--- src/rtl/fpaddsub_pkg.sv ---
// Shared types and constants for the FP add/sub arbiter slice.
package fpaddsub_pkg;

  localparam int FP_W        = 32;
  localparam int RES_W       = FP_W + 1;
  localparam int CRED_W      = 4;
  localparam int DEF_LATENCY = 4;
  localparam int DEF_RBUF    = 4;

  typedef enum logic {
    REQ_A = 1'b0,
    REQ_B = 1'b1
  } req_id_e;

  typedef struct packed {
    logic    vld;
    req_id_e owner;
  } tag_t;

  // A grant consumes a credit and a pop returns one; both together cancel.
  function automatic logic [CRED_W-1:0] cred_update(logic [CRED_W-1:0] c, logic dec, logic inc);
    if (dec && !inc) return c - 1'b1;
    if (inc && !dec) return c + 1'b1;
    return c;
  endfunction

endpackage

--- src/rtl/fpaddsub_arbiter_if.sv ---
// Requester, datapath and result signals of the shared FP add/sub arbiter.
interface fpaddsub_arbiter_if;
  import fpaddsub_pkg::*;

  logic            a_valid, b_valid;
  logic            a_ready, b_ready;
  logic [FP_W-1:0] a_opa, a_opb, b_opa, b_opb;
  logic            a_ctrl, b_ctrl;

  logic            dp_issue;
  logic [FP_W-1:0] dp_opa, dp_opb;
  logic            dp_ctrl;
  logic [FP_W-1:0] dp_z;
  logic            dp_eof;

  logic            a_rvalid, b_rvalid;
  logic            a_rready, b_rready;
  logic [FP_W-1:0] a_z, b_z;
  logic            a_eof, b_eof;

  modport slave (
    input  a_valid, b_valid, a_opa, a_opb, b_opa, b_opb, a_ctrl, b_ctrl,
    input  dp_z, dp_eof, a_rready, b_rready,
    output a_ready, b_ready, dp_issue, dp_opa, dp_opb, dp_ctrl,
    output a_rvalid, b_rvalid, a_z, b_z, a_eof, b_eof
  );

  modport master (
    output a_valid, b_valid, a_opa, a_opb, b_opa, b_opb, a_ctrl, b_ctrl,
    output dp_z, dp_eof, a_rready, b_rready,
    input  a_ready, b_ready, dp_issue, dp_opa, dp_opb, dp_ctrl,
    input  a_rvalid, b_rvalid, a_z, b_z, a_eof, b_eof
  );

endinterface

--- src/rtl/fpaddsub_result_fifo.sv ---
// First-word-fall-through result FIFO; head data reads as zero while empty.
module fpaddsub_result_fifo #(
  parameter int W     = 33,
  parameter int DEPTH = 4
) (
  input  logic         clk,
  input  logic         rst,
  input  logic         push_i,
  input  logic [W-1:0] wdata_i,
  input  logic         pop_i,
  output logic [W-1:0] rdata_o,
  output logic         empty_o
);

  localparam int AW = (DEPTH > 1) ? $clog2(DEPTH) : 1;
  localparam int CW = $clog2(DEPTH + 1);

  logic [W-1:0]  mem_q [DEPTH];
  logic [AW-1:0] wptr_q, wptr_d, rptr_q, rptr_d;
  logic [CW-1:0] cnt_q, cnt_d;
  logic          do_pop;

  function automatic logic [AW-1:0] ptr_inc(logic [AW-1:0] p);
    return (p == AW'(DEPTH - 1)) ? '0 : p + 1'b1;
  endfunction

  always_comb begin
    do_pop = pop_i && (cnt_q != '0);
    wptr_d = push_i ? ptr_inc(wptr_q) : wptr_q;
    rptr_d = do_pop ? ptr_inc(rptr_q) : rptr_q;
    cnt_d  = cnt_q;
    if (push_i && !do_pop) begin
      cnt_d = cnt_q + 1'b1;
    end else if (!push_i && do_pop) begin
      cnt_d = cnt_q - 1'b1;
    end
  end

  always_ff @(posedge clk) begin
    if (rst) begin
      wptr_q <= '0;
      rptr_q <= '0;
      cnt_q  <= '0;
    end else begin
      wptr_q <= wptr_d;
      rptr_q <= rptr_d;
      cnt_q  <= cnt_d;
    end
  end

  always_ff @(posedge clk) begin
    if (push_i) begin
      mem_q[wptr_q] <= wdata_i;
    end
  end

  assign empty_o = (cnt_q == '0);
  assign rdata_o = empty_o ? '0 : mem_q[rptr_q];

endmodule

--- src/rtl/fpaddsub_arbiter.sv ---
// Round-robin issue of two requesters into a fixed-latency FP add/sub datapath,
// with owner tags steering each result into a credit-protected per-requester FIFO.
module fpaddsub_arbiter
  import fpaddsub_pkg::*;
#(
  parameter int LATENCY = DEF_LATENCY,
  parameter int RBUF    = DEF_RBUF
) (
  input logic               clk,
  input logic               rst,
  fpaddsub_arbiter_if.slave bus
);

  localparam logic [CRED_W-1:0] CRED_INIT = CRED_W'(RBUF);

  logic [CRED_W-1:0] cred_a_q, cred_a_d, cred_b_q, cred_b_d;
  req_id_e           last_q, last_d;
  tag_t              tag_q [LATENCY];

  logic             elig_a, elig_b, grant_a, grant_b, issue;
  logic             pop_a, pop_b, push_a, push_b;
  logic             empty_a, empty_b;
  logic [RES_W-1:0] head_a, head_b, res_w;

  // Grants are held off during reset so ready reads low while rst is high.
  always_comb begin
    elig_a  = bus.a_valid && (cred_a_q != '0) && !rst;
    elig_b  = bus.b_valid && (cred_b_q != '0) && !rst;
    grant_a = 1'b0;
    grant_b = 1'b0;
    if (elig_a && elig_b) begin
      if (last_q == REQ_A) grant_b = 1'b1;
      else                 grant_a = 1'b1;
    end else if (elig_a) begin
      grant_a = 1'b1;
    end else if (elig_b) begin
      grant_b = 1'b1;
    end
    issue = grant_a || grant_b;
  end

  always_comb begin
    bus.dp_opa  = '0;
    bus.dp_opb  = '0;
    bus.dp_ctrl = 1'b0;
    if (grant_a) begin
      bus.dp_opa  = bus.a_opa;
      bus.dp_opb  = bus.a_opb;
      bus.dp_ctrl = bus.a_ctrl;
    end else if (grant_b) begin
      bus.dp_opa  = bus.b_opa;
      bus.dp_opb  = bus.b_opb;
      bus.dp_ctrl = bus.b_ctrl;
    end
  end

  assign bus.a_ready  = grant_a;
  assign bus.b_ready  = grant_b;
  assign bus.dp_issue = issue;

  always_comb begin
    pop_a    = !empty_a && bus.a_rready;
    pop_b    = !empty_b && bus.b_rready;
    cred_a_d = cred_update(cred_a_q, grant_a, pop_a);
    cred_b_d = cred_update(cred_b_q, grant_b, pop_b);
    last_d   = last_q;
    if (grant_a)      last_d = REQ_A;
    else if (grant_b) last_d = REQ_B;
  end

  always_ff @(posedge clk) begin
    if (rst) begin
      cred_a_q <= CRED_INIT;
      cred_b_q <= CRED_INIT;
      last_q   <= REQ_B;
    end else begin
      cred_a_q <= cred_a_d;
      cred_b_q <= cred_b_d;
      last_q   <= last_d;
    end
  end

  // Tag shift register runs in lockstep with the datapath stages.
  always_ff @(posedge clk) begin
    if (rst) begin
      for (int i = 0; i < LATENCY; i++) tag_q[i] <= '0;
    end else begin
      tag_q[0] <= '{vld: issue, owner: (grant_b ? REQ_B : REQ_A)};
      for (int i = 1; i < LATENCY; i++) tag_q[i] <= tag_q[i-1];
    end
  end

  assign res_w  = {bus.dp_eof, bus.dp_z};
  assign push_a = tag_q[LATENCY-1].vld && (tag_q[LATENCY-1].owner == REQ_A);
  assign push_b = tag_q[LATENCY-1].vld && (tag_q[LATENCY-1].owner == REQ_B);

  fpaddsub_result_fifo #(.W(RES_W), .DEPTH(RBUF)) u_fifo_a (
    .clk     (clk),
    .rst     (rst),
    .push_i  (push_a),
    .wdata_i (res_w),
    .pop_i   (pop_a),
    .rdata_o (head_a),
    .empty_o (empty_a)
  );

  fpaddsub_result_fifo #(.W(RES_W), .DEPTH(RBUF)) u_fifo_b (
    .clk     (clk),
    .rst     (rst),
    .push_i  (push_b),
    .wdata_i (res_w),
    .pop_i   (pop_b),
    .rdata_o (head_b),
    .empty_o (empty_b)
  );

  assign bus.a_rvalid = !empty_a;
  assign bus.b_rvalid = !empty_b;
  assign bus.a_z      = head_a[FP_W-1:0];
  assign bus.a_eof    = head_a[FP_W];
  assign bus.b_z      = head_b[FP_W-1:0];
  assign bus.b_eof    = head_b[FP_W];

endmodule

--- src/flat_wrapper.sv ---
// flat-port wrapper written by rule: the top's interface ports become plain ports
module fpaddsub_arbiter_flat import fpaddsub_pkg::*;
#(
  parameter int LATENCY = DEF_LATENCY,
  parameter int RBUF    = DEF_RBUF
)
  (clk, rst, bus_a_valid, bus_b_valid, bus_a_opa, bus_a_opb, bus_b_opa, bus_b_opb, bus_a_ctrl, bus_b_ctrl, bus_dp_z, bus_dp_eof, bus_a_rready, bus_b_rready, bus_a_ready, bus_b_ready, bus_dp_issue, bus_dp_opa, bus_dp_opb, bus_dp_ctrl, bus_a_rvalid, bus_b_rvalid, bus_a_z, bus_b_z, bus_a_eof, bus_b_eof);
  fpaddsub_arbiter_if bus_i ();
  input logic clk;
  input logic rst;
  input wire logic [$bits(bus_i.a_valid)-1:0] bus_a_valid;
  input wire logic [$bits(bus_i.b_valid)-1:0] bus_b_valid;
  input wire logic [$bits(bus_i.a_opa)-1:0] bus_a_opa;
  input wire logic [$bits(bus_i.a_opb)-1:0] bus_a_opb;
  input wire logic [$bits(bus_i.b_opa)-1:0] bus_b_opa;
  input wire logic [$bits(bus_i.b_opb)-1:0] bus_b_opb;
  input wire logic [$bits(bus_i.a_ctrl)-1:0] bus_a_ctrl;
  input wire logic [$bits(bus_i.b_ctrl)-1:0] bus_b_ctrl;
  input wire logic [$bits(bus_i.dp_z)-1:0] bus_dp_z;
  input wire logic [$bits(bus_i.dp_eof)-1:0] bus_dp_eof;
  input wire logic [$bits(bus_i.a_rready)-1:0] bus_a_rready;
  input wire logic [$bits(bus_i.b_rready)-1:0] bus_b_rready;
  output wire logic [$bits(bus_i.a_ready)-1:0] bus_a_ready;
  output wire logic [$bits(bus_i.b_ready)-1:0] bus_b_ready;
  output wire logic [$bits(bus_i.dp_issue)-1:0] bus_dp_issue;
  output wire logic [$bits(bus_i.dp_opa)-1:0] bus_dp_opa;
  output wire logic [$bits(bus_i.dp_opb)-1:0] bus_dp_opb;
  output wire logic [$bits(bus_i.dp_ctrl)-1:0] bus_dp_ctrl;
  output wire logic [$bits(bus_i.a_rvalid)-1:0] bus_a_rvalid;
  output wire logic [$bits(bus_i.b_rvalid)-1:0] bus_b_rvalid;
  output wire logic [$bits(bus_i.a_z)-1:0] bus_a_z;
  output wire logic [$bits(bus_i.b_z)-1:0] bus_b_z;
  output wire logic [$bits(bus_i.a_eof)-1:0] bus_a_eof;
  output wire logic [$bits(bus_i.b_eof)-1:0] bus_b_eof;
  assign bus_i.a_valid = bus_a_valid;
  assign bus_i.b_valid = bus_b_valid;
  assign bus_i.a_opa = bus_a_opa;
  assign bus_i.a_opb = bus_a_opb;
  assign bus_i.b_opa = bus_b_opa;
  assign bus_i.b_opb = bus_b_opb;
  assign bus_i.a_ctrl = bus_a_ctrl;
  assign bus_i.b_ctrl = bus_b_ctrl;
  assign bus_i.dp_z = bus_dp_z;
  assign bus_i.dp_eof = bus_dp_eof;
  assign bus_i.a_rready = bus_a_rready;
  assign bus_i.b_rready = bus_b_rready;
  assign bus_a_ready = bus_i.a_ready;
  assign bus_b_ready = bus_i.b_ready;
  assign bus_dp_issue = bus_i.dp_issue;
  assign bus_dp_opa = bus_i.dp_opa;
  assign bus_dp_opb = bus_i.dp_opb;
  assign bus_dp_ctrl = bus_i.dp_ctrl;
  assign bus_a_rvalid = bus_i.a_rvalid;
  assign bus_b_rvalid = bus_i.b_rvalid;
  assign bus_a_z = bus_i.a_z;
  assign bus_b_z = bus_i.b_z;
  assign bus_a_eof = bus_i.a_eof;
  assign bus_b_eof = bus_i.b_eof;
  fpaddsub_arbiter #(.LATENCY(LATENCY), .RBUF(RBUF)) u_core (.clk(clk), .rst(rst), .bus(bus_i));
endmodule
--- config.mk ---
export PLATFORM = sky130hd
export DESIGN_NAME = fpaddsub_arbiter_flat
export DESIGN_NICKNAME = d
export VERILOG_FILES = /design/src/rtl/fpaddsub_pkg.sv /design/src/rtl/fpaddsub_arbiter_if.sv /design/src/rtl/fpaddsub_result_fifo.sv /design/src/rtl/fpaddsub_arbiter.sv /design/src/flat_wrapper.sv
export SDC_FILE = /design/constraint.sdc
export NUM_CORES = 1
export LEC_CHECK = 0
export CAP_MARGIN = 40
export CORE_UTILIZATION = 36
export CTS_BUF_LIST = sky130_fd_sc_hd__clkbuf_8
export CTS_CLUSTER_DIAMETER = 150
export DETAILED_ROUTE_END_ITERATION = 10
export PLACE_DENSITY = 0.65
export SETUP_SLACK_MARGIN = 0.02
export SYNTH_ARGS = -nofsm -noshare
export SYNTH_HDL_FRONTEND = slang
export SYNTH_SLANG_ARGS = --single-unit
--- constraint.sdc ---
create_clock -name clk -period 3.95 [get_ports clk]
set_input_delay 0.79 -clock clk [delete_from_list [all_inputs] [get_ports clk]]
set_output_delay 0.79 -clock clk [all_outputs]
set_load 0.005 [all_outputs]
==> summary.md <==
| Metric | Value |
|---|---|
| Outcome | `completed` |
| Syn Std Cell Area | `12330 µm²` |
| Clock Skew | `0.02689 ns` |
| GP Congestion | `0.9612` |
| Post-route DRC violation count | `0` |
| Worst-path clk slew | `0.05 ns` |
| Area Growth Syn to Fin | `37.22%` |
| Max clock buf depth | `3` |
| # clock sinks | `299` |
| Yosys warning count | `0` |
| Share of cells above drive strength 1 | `0.1530` |
| H-tree depth | `2` |
| Max stage delay on crit path | `0.50 ns` |
| Critical path arrival | `2.91 ns` |
| Overflow left after global routing | `0` |
| DP Area | `16090 µm²` |
| PortBufs | `304` |
| Num ports | `305` |
| Pre-CTS setup slack | `0.3684 ns` |
| Initial antenna violation count | `1` |
| Number of buffers created by CTS | `47` |
| Hold Fails Final Rpt | `0` |
| Commonest non-fill, non-tap cell in the layout | `clkdlybuf4s50_1` |
| Final worst path period share | `0.9357` |
| Tmin final | `3.696 ns` |
| Crit path kind | `reg -> out` |
| Critical-path top delay cell | `clkdlybuf4s50_1` |
| Seq pwr share | `0.389` |
| P_sw | `2673 µW` |
| CP Max Fanout | `33` |
| Mean Syn Cell Area | `18.13 µm²` |
| Global Route Usage Sum | `0.1772` |
| Root buffer cell | `clkbuf_8` |
| Crit start category | `flop` |
| Fillers | `2781` |
| WL final | `31.22 mm` |
| # setup viols final | `0` |
| Clock Latency Late Sink | `0.56 ns` |
| P_leak | `0.005709 µW` |
| ANT nets after route | `0` |
| Worst-margin pin slew | `0.8439 ns` |
| RSZ-0062 raised after global routing | `false` |
| Logic pwr share | `0.364` |
| Worst setup EP type | `primary output` |
| Most frequent cells in the layout | `304 x clkdlybuf4s50_1, 264 x edfxtp_1, 66 x mux4_2, 66 x and2_1, 65 x a22o_1` |
| Int Pwr | `6770 µW` |
| Syn Nets | `871` |
| Die ar. | `34990 µm²` |
| Pre-Repair DR Iteration Count | `5` |
| Final WS setup | `0.2539 ns` |
| Crit-path leading delay family | `buffers and inverters` |
| Layout Nets | `1205` |
| Final Max Slew Viols | `0` |
| Post-placement cell count | `1413` |
| Max Fclk | `270.6 MHz` |
| Register area share after synthesis | `0.7000` |
| Die H | `187.0 µm` |
| # Max-Cap Violations | `0` |
| Sum of negative setup slack | `0 ns` |
| Hold/Removal Path Class | `reg -> reg` |
| Core Box Area | `33620 µm²` |
| Number of diodes | `0` |
| Vias per inst | `4.945` |
| Rel. slew slack | `0.4374` |
| Vias in the first global route | `7466` |
| Fin area | `16920 µm²` |
| Cell chain of the critical path | `inv_1, ha_1, nor3b_2, nand2b_1, nor3_4, buf_6, a22o_1, clkdlybuf4s50_1` |
| Width of the die | `187.0 µm` |
| IR Drop Worst-Case VDD | `0.2726 mV` |
| Required @ worst endpoint | `3.16 ns` |
| Largest net degree at the start of global routing | `69` |
| Switching Share | `0.2830` |
| Clock power share | `0.246` |
| First-pass GRT wire length | `46.87 mm` |
| Placement row count | `67` |
| Hpwl dp | `20.90 mm` |
| Cts hold-fix bufs | `0` |
| CP bufs+invs | `3` |
| CTS tree | `done` |
| Pwr/cell area | `558.2 nW/µm²` |
| #FFs+latches synth | `299` |
| Netlist cell types | `34` |
| Final cell count without fillers | `1494` |
| Post-DR wirelength/cell | `20.90 µm` |
| Iteration-0 DRC Markers | `431` |
| Initial core utilization | `0.3667` |
| Post-Syn Instances | `680` |
| Total number of vias | `7388` |
==> stage by stage <==
| stage | utilization | hold WS [ns] | power [µW] |
|---|---|---|---|
| floorplan | - | 0.4138 | 5306 |
| global placement | 0.4734 | 0.4204 | 7171 |
| detailed placement | 0.4786 | 0.4220 | 7234 |
| CTS | 0.5031 | 0.4367 | 9596 |
| global route | 0.5032 | 0.4573 | 9938 |
| finish | 0.5032 | 0.4366 | 9443 |
==> synthesized netlist by cell type <==
cell / instances / area [µm²]
dfxtp_1: 35 / 700.7
nor3_1: 3 / 15.01
a211o_1: 1 / 8.760
nor2b_1: 10 / 62.56
nor2_1: 18 / 67.56
a211oi_1: 1 / 7.510
inv_2: 2 / 7.510
xnor2_1: 4 / 35.03
a211oi_2: 1 / 12.51
nand4b_1: 2 / 17.52
a21oi_1: 10 / 50.05
buf_4: 14 / 105.1
buf_2: 6 / 30.03
ha_1: 20 / 250.2
nor3b_2: 1 / 12.51
or3b_1: 2 / 17.52
nor3_2: 1 / 10.01
o311a_1: 1 / 10.01
a22o_1: 65 / 569.3
mux4_2: 66 / 1486
and2_1: 70 / 437.9
or4_1: 2 / 15.01
fa_1: 2 / 40.04
o31ai_2: 1 / 12.51
mux2i_1: 10 / 100.1
clkbuf_1: 23 / 86.33
or3_1: 6 / 37.54
nand2_1: 9 / 33.78
nand2b_1: 1 / 6.260
o21ai_0: 4 / 20.02
inv_1: 15 / 56.30
edfxtp_1: 264 / 7928
and3_1: 4 / 25.02
xor2_1: 6 / 52.55
==> power by group through the flow <==
stage	sequential [µW]	clock (µW)	combinational (µW)
floorplan	3660	0	1650
global placement	3740	0	3430
detailed placement	3750	0	3490
CTS	3680	2410	3510
global route	3700	2540	3700
finish	3680	2330	3440
==> final timing paths <==
kind	start	endpoint	slack [ns]	cells past startpoint
hold / removal	u_core.tag_q[2][0]	u_core.tag_q[3][0]	0.44	1
hold reg to reg	u_core.tag_q[2][0]	u_core.tag_q[3][0]	0.44	1
setup reg to reg	u_core.cred_a_q[0]	u_core.cred_a_q[3]	0.84	12
setup / recovery	u_core.cred_a_q[0]	bus_dp_opa[17]	0.25	8
==> flip-flops by register name, summed over array words and instances (netlist names), 3 cells and up, named ones only <==
register,count
u_core.u_fifo_b.cnt_q,3
u_core.cred_b_q,4
u_core.u_fifo_a.cnt_q,3
u_core.tag_q,8
u_core.u_fifo_a.mem_q,132
u_core.u_fifo_b.mem_q,132
u_core.cred_a_q,4
==> worst reg2reg max path, cell delays in order, from the launching register on <==
cell and delay, ns:
dfxtp_1 0.41, inv_1 0.07, ha_1 0.22, nor3b_2 0.17, nand2b_1 0.22, nor3_4 0.27, buf_6 0.29, inv_1 0.08
ha_1 0.38, or4_1 0.53, mux2i_1 0.18, xnor2_1 0.14, nor2_1 0.05
==> kinds of logic (layout without fill, tap and decap cells) <==
kind of cell / Yosys count / in the layout / share of synthesized area
AOI/OAI and AO/OA: 84 / 84 / 0.05603
DFF: 299 / 299 / 0.7000
xor gates and xnor gates: 10 / 10 / 0.007105
and+or+nand+nor: 129 / 129 / 0.06151
buffers and inverters: 60 / 426 / 0.02314
adders and majority gates: 22 / 22 / 0.02355
muxes: 76 / 76 / 0.1287
==> repair_timing <==
action | in CTS | in global routing
endpoints found under the hold margin | 0 | 0
buffers inserted | 0 | 0
setup endpoints to repair | 0 | 4
gates resized for setup | 0 | 1
==> layout make-up <==
class,count,area (µm²),area share
clock buffers,47,646.9,0.03824
clock inverters,34,176.4,0.01043
inverters,17,63.81,0.003772
multi-input cells,321,3437,0.2032
flip-flops and latches,299,8633,0.5104
well taps,448,560.5,0.03314
repair buffers,328,3397,0.2008
==> per-layer routing <==
metal	track usage	up-vias	share of wire
met3	0.04503	29	0.061
met5	0	-	0.00042
met4	0.03625	2	0.011
met2	0.2731	244	0.46
met1	0.2541	3750	0.46
li1	-	3363	-
No activity file was read; power rests on OpenSTA's default activity.
